===== config.mk =====
export PLATFORM = sky130hd
export DESIGN_NAME = ram_arbiter_flat
export DESIGN_NICKNAME = d
export VERILOG_FILES = /design/src/rtl/ram_arbiter_pkg.sv /design/src/rtl/ram_arbiter_if.sv /design/src/rtl/ram_arbiter.sv /design/src/flat_wrapper.sv
export SDC_FILE = /design/constraint.sdc
export NUM_CORES = 1
export LEC_CHECK = 0
export CAP_MARGIN = 0
export CORE_MARGIN = 4
export CORE_UTILIZATION = 39
export CTS_BUF_LIST = sky130_fd_sc_hd__clkbuf_4
export DETAILED_ROUTE_END_ITERATION = 8
export GPL_ROUTABILITY_DRIVEN = 0
export PLACE_DENSITY = 0.89
export RECOVER_POWER = 25
export SKIP_CTS_REPAIR_TIMING = 1
export SLEW_MARGIN = 20
export SYNTH_ARGS = -nofsm -noshare
export SYNTH_HDL_FRONTEND = slang
export SYNTH_SLANG_ARGS = --single-unit

===== constraint.sdc =====
create_clock -name clock -period 1.7 [get_ports clock]
set_input_delay 0.34 -clock clock [delete_from_list [all_inputs] [get_ports clock]]
set_output_delay 0.34 -clock clock [all_outputs]
set_load 0.01 [all_outputs]

===== src/rtl/ram_arbiter_pkg.sv =====
// ----------------------------------------------------------------------------
// ram_arb_pkg
// Shared definitions for the RAM arbiter between the cdp1802 core and the
// host loader/debug port: default bus widths and the arbiter state type.
// ----------------------------------------------------------------------------
package ram_arb_pkg;

    // Default address and data widths of the shared RAM.
    localparam int RAM_ARB_AW = 16;
    localparam int RAM_ARB_DW = 8;

    // Arbiter states. The encodings are fixed because the top mirrors them
    // into plain logic [1:0] constants for the state register.
    typedef enum logic [1:0] {
        IDLE   = 2'd0,
        PEND   = 2'd1,
        RDWAIT = 2'd2,
        HOLD   = 2'd3
    } arb_state_t;

endpackage


===== src/rtl/ram_arbiter_if.sv =====
// ----------------------------------------------------------------------------
// ram_arbiter_if
// Host loader/debug port bus into the RAM arbiter.
//   host_valid  master->slave  request valid
//   host_ready  slave->master  request accepted when valid & ready
//   host_we     master->slave  1 = write, 0 = read
//   host_a      master->slave  address
//   host_d      master->slave  write data
//   host_rvalid slave->master  read data valid, one-cycle pulse
//   host_rdata  slave->master  read data, qualified by host_rvalid
// Modports: master (host bridge side), slave (arbiter side).
// ----------------------------------------------------------------------------
interface ram_arbiter_if
    import ram_arb_pkg::*;
#(
    parameter int AW = RAM_ARB_AW,
    parameter int DW = RAM_ARB_DW
) ();

    logic          host_valid;
    logic          host_ready;
    logic          host_we;
    logic [AW-1:0] host_a;
    logic [DW-1:0] host_d;
    logic          host_rvalid;
    logic [DW-1:0] host_rdata;

    modport master (
        output host_valid, host_we, host_a, host_d,
        input  host_ready, host_rvalid, host_rdata
    );

    modport slave (
        input  host_valid, host_we, host_a, host_d,
        output host_ready, host_rvalid, host_rdata
    );

endinterface


===== src/rtl/ram_arbiter.sv =====
// ----------------------------------------------------------------------------
// ram_arbiter
// Shares one single-port synchronous RAM between the cdp1802 core and the
// host loader/debug port. The CPU has priority and sees the RAM directly;
// a host request is latched and issued on the first idle CPU cycle. After
// STARVE_LIMIT consecutive denied cycles the arbiter raises cpu_hold for one
// cycle and takes that slot for the host (STARVE_LIMIT = 0 disables this).
//
// Ports
//   clock, resetq            system clock, asynchronous active-low reset
//   cpu_rd/cpu_wr/cpu_a/cpu_d CPU access request (write wins if both set)
//   cpu_q                    read data to CPU (= ram_q)
//   cpu_hold                 registered; CPU stalls and repeats its access
//   host (ram_arbiter_if.slave) host request / read-return bus
//   ram_re/ram_we/ram_a/ram_d RAM strobes, address, write data
//   ram_q                    RAM read data, valid the cycle after ram_re
//
// Optional feature: macro RAM_ARB_STATS_EN adds parameter SW and outputs
//   stat_host_ops    issued host accesses, wraps modulo 2^SW
//   stat_hold_cycles cycles spent in the forced-slot state, wraps modulo 2^SW
// ----------------------------------------------------------------------------
module ram_arbiter
    import ram_arb_pkg::*;
#(
    parameter int AW           = RAM_ARB_AW,
    parameter int DW           = RAM_ARB_DW,
    parameter int STARVE_LIMIT = 15
`ifdef RAM_ARB_STATS_EN
    ,
    parameter int SW           = 16
`endif
) (
    input  logic          clock,
    input  logic          resetq,
    input  logic          cpu_rd,
    input  logic          cpu_wr,
    input  logic [AW-1:0] cpu_a,
    input  logic [DW-1:0] cpu_d,
    output logic [DW-1:0] cpu_q,
    output logic          cpu_hold,
    ram_arbiter_if.slave  host,
    output logic          ram_re,
    output logic          ram_we,
    output logic [AW-1:0] ram_a,
    output logic [DW-1:0] ram_d,
    input  logic [DW-1:0] ram_q
`ifdef RAM_ARB_STATS_EN
    ,
    output logic [SW-1:0] stat_host_ops,
    output logic [SW-1:0] stat_hold_cycles
`endif
);

    localparam logic [1:0] S_IDLE   = IDLE;
    localparam logic [1:0] S_PEND   = PEND;
    localparam logic [1:0] S_RDWAIT = RDWAIT;
    localparam logic [1:0] S_HOLD   = HOLD;

    // Wait counter only has to reach STARVE_LIMIT; keep at least one bit.
    localparam int            CW       = (STARVE_LIMIT > 1) ? $clog2(STARVE_LIMIT + 1) : 1;
    localparam logic [CW-1:0] WAIT_MAX = {CW{1'b1}};
    localparam logic [CW-1:0] LIMIT_W  = CW'(STARVE_LIMIT);
    localparam bit            FORCE_EN = (STARVE_LIMIT > 0);

    logic [1:0]    state_r;
    logic [1:0]    state_s;
    logic [CW-1:0] wait_r;
    logic [CW-1:0] wait_s;
    logic          req_we_r;
    logic [AW-1:0] req_a_r;
    logic [DW-1:0] req_d_r;
    logic          hold_r;
    logic          rvalid_r;
    logic          cpu_busy_s;
    logic          accept_s;
    logic          host_slot_s;

    assign cpu_busy_s = cpu_rd | cpu_wr;
    // Ready is held low while reset is asserted even though the state is IDLE.
    assign host.host_ready  = (state_r == S_IDLE) & resetq;
    assign accept_s         = host.host_valid & (state_r == S_IDLE);
    assign host.host_rvalid = rvalid_r;
    assign host.host_rdata  = ram_q;
    assign cpu_q            = ram_q;
    assign cpu_hold         = hold_r;

    // Next-state, starvation counter and host-slot decision.
    always_comb begin
        state_s     = state_r;
        wait_s      = wait_r;
        host_slot_s = 1'b0;
        case (state_r)
            S_IDLE: begin
                if (accept_s) begin
                    state_s = S_PEND;
                end else begin
                    state_s = S_IDLE;
                end
            end
            S_PEND: begin
                if (!cpu_busy_s) begin
                    host_slot_s = 1'b1;
                    wait_s      = {CW{1'b0}};
                    state_s     = req_we_r ? S_IDLE : S_RDWAIT;
                end else begin
                    // CPU wins this cycle; count the denial, saturating.
                    if (wait_r == WAIT_MAX) begin
                        wait_s = wait_r;
                    end else begin
                        wait_s = wait_r + CW'(1);
                    end
                    if (FORCE_EN && (wait_s >= LIMIT_W)) begin
                        state_s = S_HOLD;
                    end else begin
                        state_s = S_PEND;
                    end
                end
            end
            S_HOLD: begin
                // Forced slot: CPU is stalled by cpu_hold, host takes the RAM.
                host_slot_s = 1'b1;
                wait_s      = {CW{1'b0}};
                state_s     = req_we_r ? S_IDLE : S_RDWAIT;
            end
            S_RDWAIT: begin
                state_s = S_IDLE;
            end
            default: begin
                state_s = S_IDLE;
                wait_s  = {CW{1'b0}};
            end
        endcase
    end

    // RAM port mux: latched host request in a host slot, CPU otherwise.
    always_comb begin
        if (host_slot_s) begin
            ram_re = ~req_we_r;
            ram_we = req_we_r;
            ram_a  = req_a_r;
            ram_d  = req_d_r;
        end else begin
            ram_re = cpu_rd & ~cpu_wr;
            ram_we = cpu_wr;
            ram_a  = cpu_a;
            ram_d  = cpu_d;
        end
    end

    // State, counter and registered status outputs.
    always_ff @(posedge clock or negedge resetq) begin
        if (!resetq) begin
            state_r  <= S_IDLE;
            wait_r   <= {CW{1'b0}};
            hold_r   <= 1'b0;
            rvalid_r <= 1'b0;
        end else begin
            state_r  <= state_s;
            wait_r   <= wait_s;
            hold_r   <= (state_s == S_HOLD);
            rvalid_r <= (state_s == S_RDWAIT);
        end
    end

    // Host request latch, loaded on acceptance; cleared on reset so no stale
    // request survives.
    always_ff @(posedge clock or negedge resetq) begin
        if (!resetq) begin
            req_we_r <= 1'b0;
            req_a_r  <= {AW{1'b0}};
            req_d_r  <= {DW{1'b0}};
        end else if (accept_s) begin
            req_we_r <= host.host_we;
            req_a_r  <= host.host_a;
            req_d_r  <= host.host_d;
        end else begin
            req_we_r <= req_we_r;
            req_a_r  <= req_a_r;
            req_d_r  <= req_d_r;
        end
    end

`ifdef RAM_ARB_STATS_EN
    logic [SW-1:0] stat_ops_r;
    logic [SW-1:0] stat_hold_r;

    assign stat_host_ops    = stat_ops_r;
    assign stat_hold_cycles = stat_hold_r;

    // Wrapping statistics counters.
    always_ff @(posedge clock or negedge resetq) begin
        if (!resetq) begin
            stat_ops_r  <= {SW{1'b0}};
            stat_hold_r <= {SW{1'b0}};
        end else begin
            stat_ops_r  <= stat_ops_r + (host_slot_s ? SW'(1) : SW'(0));
            stat_hold_r <= stat_hold_r + ((state_r == S_HOLD) ? SW'(1) : SW'(0));
        end
    end
`endif

endmodule


===== src/flat_wrapper.sv =====
// flat-port wrapper written by rule: the top's interface ports become plain ports
module ram_arbiter_flat import ram_arb_pkg::*;
#(
    parameter int AW           = RAM_ARB_AW,
    parameter int DW           = RAM_ARB_DW,
    parameter int STARVE_LIMIT = 15

)
  (clock, resetq, cpu_rd, cpu_wr, cpu_a, cpu_d, cpu_q, cpu_hold, ram_re, ram_we, ram_a, ram_d, ram_q, host_host_valid, host_host_we, host_host_a, host_host_d, host_host_ready, host_host_rvalid, host_host_rdata);
  ram_arbiter_if #(.AW(AW), .DW(DW)) host_i ();
  input  logic clock;
  input  logic resetq;
  input  logic cpu_rd;
  input  logic cpu_wr;
  input  logic [AW-1:0] cpu_a;
  input  logic [DW-1:0] cpu_d;
  output logic [DW-1:0] cpu_q;
  output logic cpu_hold;
  output logic ram_re;
  output logic ram_we;
  output logic [AW-1:0] ram_a;
  output logic [DW-1:0] ram_d;
  input  logic [DW-1:0] ram_q;
  input wire logic [$bits(host_i.host_valid)-1:0] host_host_valid;
  input wire logic [$bits(host_i.host_we)-1:0] host_host_we;
  input wire logic [$bits(host_i.host_a)-1:0] host_host_a;
  input wire logic [$bits(host_i.host_d)-1:0] host_host_d;
  output wire logic [$bits(host_i.host_ready)-1:0] host_host_ready;
  output wire logic [$bits(host_i.host_rvalid)-1:0] host_host_rvalid;
  output wire logic [$bits(host_i.host_rdata)-1:0] host_host_rdata;
  assign host_i.host_valid = host_host_valid;
  assign host_i.host_we = host_host_we;
  assign host_i.host_a = host_host_a;
  assign host_i.host_d = host_host_d;
  assign host_host_ready = host_i.host_ready;
  assign host_host_rvalid = host_i.host_rvalid;
  assign host_host_rdata = host_i.host_rdata;
  ram_arbiter #(.AW(AW), .DW(DW), .STARVE_LIMIT(STARVE_LIMIT)) u_core (.clock(clock), .resetq(resetq), .cpu_rd(cpu_rd), .cpu_wr(cpu_wr), .cpu_a(cpu_a), .cpu_d(cpu_d), .cpu_q(cpu_q), .cpu_hold(cpu_hold), .host(host_i), .ram_re(ram_re), .ram_we(ram_we), .ram_a(ram_a), .ram_d(ram_d), .ram_q(ram_q));
endmodule

Yosys cells after proc, flatten, opt, wreduce, memory -nomap -nowiden
Index checks and enable logic that the tools add are counted.

Register bits: 33. Output and inout bits: 45.

Add/subtract/negate cells: 1. Order comparisons: 1. Equal/unequal tests: 6. Mux-type cells: 16. Bitwise logic cells: 6. Reductions and logical operators: 2.

Operators with widths (number): $mux 16 (1); $mux 4 (4); $eq 2x2->1 const B (4); $mux 8 (1); $pmux 2 s4 (1); $pmux 4 s2 (1); $mux 2 (3); $add 4x1->4 const B (1); $eq 4x4->1 const B (1); $ge 4x4->1 const B (1); $mux 1 (4); $and 1x1->1 (3); $eq 2x1->1 const B (1); $logic_not 2->1 (1); $not 1->1 (2); $pmux 1 s2 (1); $reduce_bool 2->1 (1); $or 1x1->1 (1).

Depth between registers and ports, before layout
Gate-level depths: netlist of the first run.

Depth after elaboration: 9. Depth in mapped cells: 4. Depth with buffers taken out: 4.

Least setup slack after synthesis of the first run
OpenSTA, ideal clock, no wires.

Kind: reg2out. From: reg u_core.state_r[1]. To: out ram_a[10]. Data arrival time: 1.309 ns. Path slack: 0.051 ns. Stages on the path, launching flop included: 4. Buffers on the path: 1. Path through: dfrtp_1 o21ai_4 buf_4 mux2_2.

Cells in the longest elaborated chain, start to end: 3.

RTL lines: start, declared (line ram_arbiter.sv:65) `logic [1:0] state_r;`; start signal, assigned (line ram_arbiter.sv:158) `state_r <= state_s;`; $eq 2x2->1 or $eq 2x1->1 (tied branches) (line ram_arbiter.sv:92) `case (state_r)`; $pmux 1 s2 * (line ram_arbiter.sv:92); $mux 16 * (line ram_arbiter.sv:137) `if (host_slot_s) begin`; end, declared (line flat_wrapper.sv:21) `output logic [AW-1:0] ram_a;`.

Every way passes the cells marked *; elsewhere a longest branch is shown, timed or not.

Worst setup path after layout of the first run
From: reg u_core.state_r[1]. To: out ram_a[3].

The elaborated chain is that of the path after synthesis.

==> metrics.md, run 1 <==
| Metric | Value |
|---|---|
| DRT iter0 DRCs | 59 |
| Final cell count without fillers | around 280 |
| Core footprint | 0.00441 sq mm |
| CTS Sinks | 33 |
| Crit-path max FO | 5 |
| Yosys top cell area share | around 46% |
| Worst Tran Pin Value | 846 ps |
| Post-synth cell types | 28 |
| Slew Limit Headroom | 43.6% |
| Yosys Warn Count | 0 |
| Clock skew | between 6 and 7 ps |
| Async set-reset flop share out of synthesis | between 90% and 100% |
| CP required | around 1400 ps |
| Clk slew on worst S/H paths | ~100 ps |
| Final Net Count | ~290 |
| Worst-Skew Late Latency | about 330 ps |
| Post-layout min period | roughly 2100 ps |
| CP Launch Type | flop |
| Length in cells of the worst reg-to-reg path | 4 |
| Top_reg_cell synth | dfrtp_1 |
| Die Area | just under 0.006 sq mm |
| Failing checks | setup timing |
| CP arrival | roughly 1800 ps |
| Area after DPL | roughly 0.0026 sq mm |
| Vias in the first global route | ~1500 |
| First-pass GRT wire length | between 6000 and 7000 microns |
| Most frequent cell after synthesis | mux2_2 |
| Max_cap viols | 0 |
| CP Capture Type | output port |
| Lkg Pwr | about 1.3 nW |
| Post-Syn Instances | between 100 and 150 |
| Min-delay worst type | input pin to asynchronous set/reset pin |
| Max H-tree Level | 2 |
| Synthesized area per cell | 12.9 sq um |
| FF+latch count, synth | 33 |
| Die Y-Extent | between 70 and 80 microns |
| Fmax | between 0.4 and 0.5 GHz |
| Top cells by area, synth | dfrtp_1, mux2_2, buf_4, buf_6, mux2i_1 |
| Syn Std Cell Area | 0.00181 sq mm |
| Synth-to-layout area growth | 57.7% |
| Die W | 76.2 microns |
| Register area share after synthesis | 45.5% |
| Diode count | 0 |
| Initial antenna violation count | 0 |
| Total number of vias | approximately 1400 |
| Clock buffer count from CTS | 5 |
| Yosys top cell by area | dfrtp_1 |
| Setup violators final | 26 |
| Initial Utilization | 41.1% |
| I/O pin total | roughly 110 |
| Congestion Overflow GR | 0 |
| Design Area, Final | around 0.0029 sq mm |
| Largest net degree at the start of global routing | 34 |
| Hold Vio Cnt, Final | 0 |
| FF-to-FF setup slack | roughly 170 ps |
| Post-Place Setup Slack | -796 ps |
| Status | complete, but fails checks |
| Root buf cell | clkbuf_4 |
| DRC violations left | 0 |
| Reg-to-reg startpoint | u_core.state_r[0]$_DFF_PN0_ |
| # rows | 24 |
| TritonRoute pass-1 iters | 4 |
| # placed instances | 261 |
| Wire length per cell | between 15 and 20 microns |
| Clock buffer depth | 2 |
| Vias per Instance | between 4 and 5 |
| All-Layer GR Usage | roughly 14% |
| Power density over cell area | around 1300 mW/mm^2 |
| Kind of critical path | flop to output port |
| Slew Limit Fails | 0 |
| RSZ-0062 raised after global routing | yes |
| Post-synth top cells | mux2_2, dfrtp_1, buf_4 |
| Final HPWL DP | approximately 3200 microns |
| Routed WL | roughly 4500 microns |
| Worst setup margin | -392 ps |
| Antenna Nets Post-Route | 0 |
| FF-to-FF End | u_core.req_d_r[2]$_DFFE_PN0P_ |
| Syn Nets | 203 |
| IO Port Bufs | 82 |
| EDFF count, synth | 0 |
| CTS tree | yes |
| Max VDD drop | around 0.68 mV |
| Share of post-route cells with drive strength above 1 | approximately half |
| Total power | approximately 3.8 mW |
| Tcrit/Tclk final | 123% |
stage by stage:
stage,TNS [ps],util (%),hold WS [ps]
finish,-8270,64.8,192
global route,-10430,64.8,238
CTS,-21160,60.5,34.8
detailed placement,-20960,59.3,413
global placement,-20070,59.3,411
floorplan,0,-,44.4
sequential cells by signal, indices dropped and copies added (netlist names):
register and cells:
u_core.wait_r 4, u_core.req_d_r 8, u_core.req_we_r 1, u_core.state_r 2, u_core.cpu_hold 1, u_core.req_a_r 16, u_core.host.host_rvalid 1
cells in the final DEF, fill, tap and decap left out, types with 2 or more instances in the layout:
cell type and count:
a31oi_1 2, clkinv_2 2, clkbuf_4 6, buf_12 3, clkbuf_2 10, mux2i_1 3, buf_8 2, mux2_4 17
buf_4 7, dfrtp_1 33, inv_1 2, clkdlybuf4s50_1 52, mux2_2 33, buf_2 2, nand2_1 2, dlymetal6s2s_1 2
a21oi_1 3, nand3_1 4, buf_6 23
layer usage:
layer,wire (microns),up-vias,GRT usage [%]
met5,0,-,0
met4,57,0,4.90
met1,1800,669,15.6
met2,2270,53,24.2
met3,368,8,6.26
li1,-,655,-
final cells by class:
cell class	instances	area, sq um
Clock inverter	2	10.0
Timing Repair Buffer	102	1030
Multi-Input combinational cell	82	873
Fill cell	331	1560
Clock buffer	6	45.0
Sequential cell	33	826
Inverter	2	7.51
Tap cell	52	65.1
critical path, cell delays in order, from the launching register on:
cell and delay (ps):
dfrtp_1 420, o21ai_4 180, buf_6 130, buf_12 100
buf_8 110, buf_6 90, mux2_4 290, buf_6 120
how the worst max path moves through the flow:
| stage | cells after the start | startpoint | endpoint |
|---|---|---|---|
| after global routing | 7 | u_core.state_r[1]$_DFF_PN0_ | ram_a[3] |
| after CTS | 6 | cpu_wr | ram_a[14] |
| after detailed placement | 6 | cpu_wr | ram_a[12] |
| after global placement | 6 | cpu_wr | ram_a[14] |
| final | 7 | u_core.state_r[1]$_DFF_PN0_ | ram_a[3] |
| after floorplan | 3 | u_core.state_r[1]$_DFF_PN0_ | ram_a[10] |
logic make-up after synthesis:
group | synth area share, %
mux | 32.7
compound gates | 5.59
buf+inv | 10.2
fa+ha+maj | 0.690
flops | 45.5
xor+xnor | 0.483
simple gates | 4.76
report_power, final:
group | internal (mW) | switching, mW | total (mW)
Clock | 0.173 | 0.265 | 0.438
Sequential | 1.15 | 0.252 | 1.40
Combinational | 1.23 | 0.697 | 1.93
Total | 2.55 | 1.21 | 3.77
Note: power is estimated with default switching activity, not from simulation.
==> run 2, diff against run 1 <==
CORE_UTILIZATION = 35   (was 39)
PLACE_DENSITY = 0.84   (was 0.89)
TNS_END_PERCENT = 50   (was not set)
clock period = 1.85 ns   (was 1.7 ns; I/O delays follow)
==> metrics.md, run 2 (synthesis gave the netlist of run 1 again) <==
| Metric | Value |
|---|---|
| Largest net degree at the start of global routing | 34 (unchanged) |
| Routed WL | 4660 microns (+3.7%) |
| Crit-path max FO | 13 (+8) |
| CP Capture Type | output port |
| Commonest non-fill, non-tap cell in the layout | clkdlybuf4s50_1 |
| Power density over cell area | 1170 mW/mm^2 (-11%) |
| Post-layout min period | ~2100 ps |
| Crit path max-delay family | buffers and inverters |
| Wire length on met3 | 388 microns (+5.4%) |
| Max VDD drop | 0.536 mV (-21%) |
| Number of flip-flops in the largest register | 16 (unchanged) |
| CP arrival | 1710 ps (-40 ps) |
| Vias per Instance | 4.79 (-3.5%) |
| Max_cap viols | 0 (unchanged) |
| Reg-to-reg startpoint | u_core.state_r[0]$_DFF_PN0_ |
| Failing checks | setup timing |
| Initial Utilization | 37.2% (-3.9 points) |
| Crit path from | u_core.state_r[1]$_DFF_PN0_ |
| CP max stage delay | 420 ps (about the same) |
| Status | complete, but fails checks |
| Fill count | 433 (+31%) |
| Lkg Pwr | 1.33 nW (+0.84%) |
| Clock buffer depth | 2 (unchanged) |
| Synth-to-layout area growth | 53.9% |
| Setup violators final | 26 (unchanged) |
| Final Net Count | 288 (-0.35%) |
| Initial antenna violation count | 0 (unchanged) |
| Die W | 80.0 microns (+5.0%) |
| Tcrit/Tclk final | 112% |
| Clock skew | 6.64 ps (+0.267 ps) |
| Largest regs | u_core.req_a_r: 16 flops, u_core.req_d_r: 8 flops, u_core.wait_r: 4 flops |
| # rows | 25 (+4.2%) |
| Commonest cells after routing, fill and taps aside | clkdlybuf4s50_1, mux2_2, dfrtp_1, dlymetal6s2s_1, buf_4 |
| Root buf cell | clkbuf_4 |
| All-Layer GR Usage | 14.4% (+0.25 points) |
| Die Y-Extent | 80.0 microns (+5.0%) |
| Worst Tran Pin Value | 822 ps (-24.3 ps) |
| Die Area | 0.00640 sq mm (+10%) |
| CTS tree | yes |
| DRC violations left | 0 (unchanged) |
| Share of post-route cells with drive strength above 1 | 40.6% (-8.3 points) |
| Antenna Nets Post-Route | 0 (unchanged) |
| Top reg by flops | u_core.req_a_r |
| Vias in the first global route | 1500 (+0.81%) |
| CP cell instances | o21ai_4, buf_4, buf_12, mux2_2, dlymetal6s2s_1 |
| CP Launch Type | flop |
| Congestion Overflow GR | 0 (unchanged) |
| TritonRoute pass-1 iters | 4 (unchanged) |
| Buf/Inv on CP | 3 (-2) |
| Worst setup margin | -229 ps (+163 ps) |
| Clock buffer count from CTS | 5 (unchanged) |
| Slew Limit Fails | 0 (unchanged) |
| CP max-delay cell | dfrtp_1 |
| Wire length per cell | 16.0 microns (-0.59%) |
| Met1 WL | 1870 microns (+4.2%) |
| DRT iter0 DRCs | 35 (-41%) |
| Max H-tree Level | 2 (unchanged) |
| Min-delay worst type | input pin to asynchronous set/reset pin |
| Met2 WL post-DR | 2380 microns (+4.5%) |
| First-pass GRT wire length | 7180 microns (+6.3%) |
| Hold Vio Cnt, Final | 0 (unchanged) |
| Diode count | 0 (unchanged) |
| Kind of critical path | flop to output port |
| Total power | 3.27 mW (-13%) |
| Final hold slack | 244 ps (+51.7 ps) |
| Final HPWL DP | 3350 microns (+5.9%) |
| Total number of vias | 1394 (+0.65%) |
| Clk slew on worst S/H paths | 100 ps (about the same) |
| Fmax | 0.481 GHz |
| RSZ-0062 raised after global routing | yes |
| I/O pin total | 107 (unchanged) |
| Worst-Skew Late Latency | 330 ps (about the same) |
| Highest Signal Layer | met4 |
| Core footprint | 0.00488 sq mm (+11%) |
| CTS Sinks | 33 (unchanged) |
| CP required | 1480 ps (+120 ps) |
| IO Port Bufs | 82 (unchanged) |
| Slew Limit Headroom | 45.2% (+1.6 points) |
[run 2: report_power, final]
| part | internal, mW | leakage [nW] | switching (mW) | total (mW) |
|---|---|---|---|---|
| clock network | 0.132 | 0.0269 | 0.239 | 0.371 |
| registers | 1.05 | 0.398 | 0.227 | 1.28 |
| logic | 1.01 | 0.907 | 0.613 | 1.62 |
| total | 2.19 | 1.33 | 1.08 | 3.27 |
[run 2: worst paths after layout]
check	to	slack, ps	depth (start not counted)
min in group clock	u_core.host.host_rvalid$_DFF_PN0_	510	1
min	u_core.req_a_r[0]$_DFFE_PN0P_	240	2
min reg2reg	u_core.host.host_rvalid$_DFF_PN0_	510	1
max in group asynchronous	u_core.req_a_r[6]$_DFFE_PN0P_	1090	2
max	ram_d[7]	-230	5
max reg2reg	u_core.req_a_r[14]$_DFFE_PN0P_	230	4
[run 2: final cells by class]
| class | count | area [sq um] | share of cell area (%) |
|---|---|---|---|
| repair buffers | 101 | 1010 | 36.2 |
| clock buffers | 5 | 37.5 | 1.35 |
| flip-flops and latches | 33 | 826 | 29.6 |
| clock inverters | 1 | 5.00 | 0.179 |
| well taps | 67 | 83.8 | 3.00 |
| inverters | 2 | 7.51 | 0.269 |
| multi-input cells | 82 | 820 | 29.4 |
[run 2: metal layers]
metal  global-route usage [%]  up-vias
met5                        0        -
met4                     3.38        0
met3                     6.55        5
met2                     24.1       52
met1                     16.9      682
li1                         -      655
[run 2: worst register-to-register path: stages, from the launching register on]
cell and delay [ps]:
dfrtp_1 430, buf_4 210, nor3b_4 260, buf_4 250
mux2_2 360
[run 2: metrics by stage]
stage	setup TNS (ps)	cells	setup WS (ps)	area [sq um]	util [%]
after floorplan	0	140	171	1810	-
after global placement	-16400	277	-660	2640	54.2
after detailed placement	-16770	277	-672	2640	54.2
after CTS	-17210	283	-676	2690	55.0
after global routing	-7370	291	-329	2790	57.2
final	-4850	291	-229	2790	57.2
==> run 3, diff against run 2 <==
SLEW_MARGIN = 10   (was 20)
==> results of run 3 <==
Same layout as run 2: the final DEF is identical, and so are final timing and power.
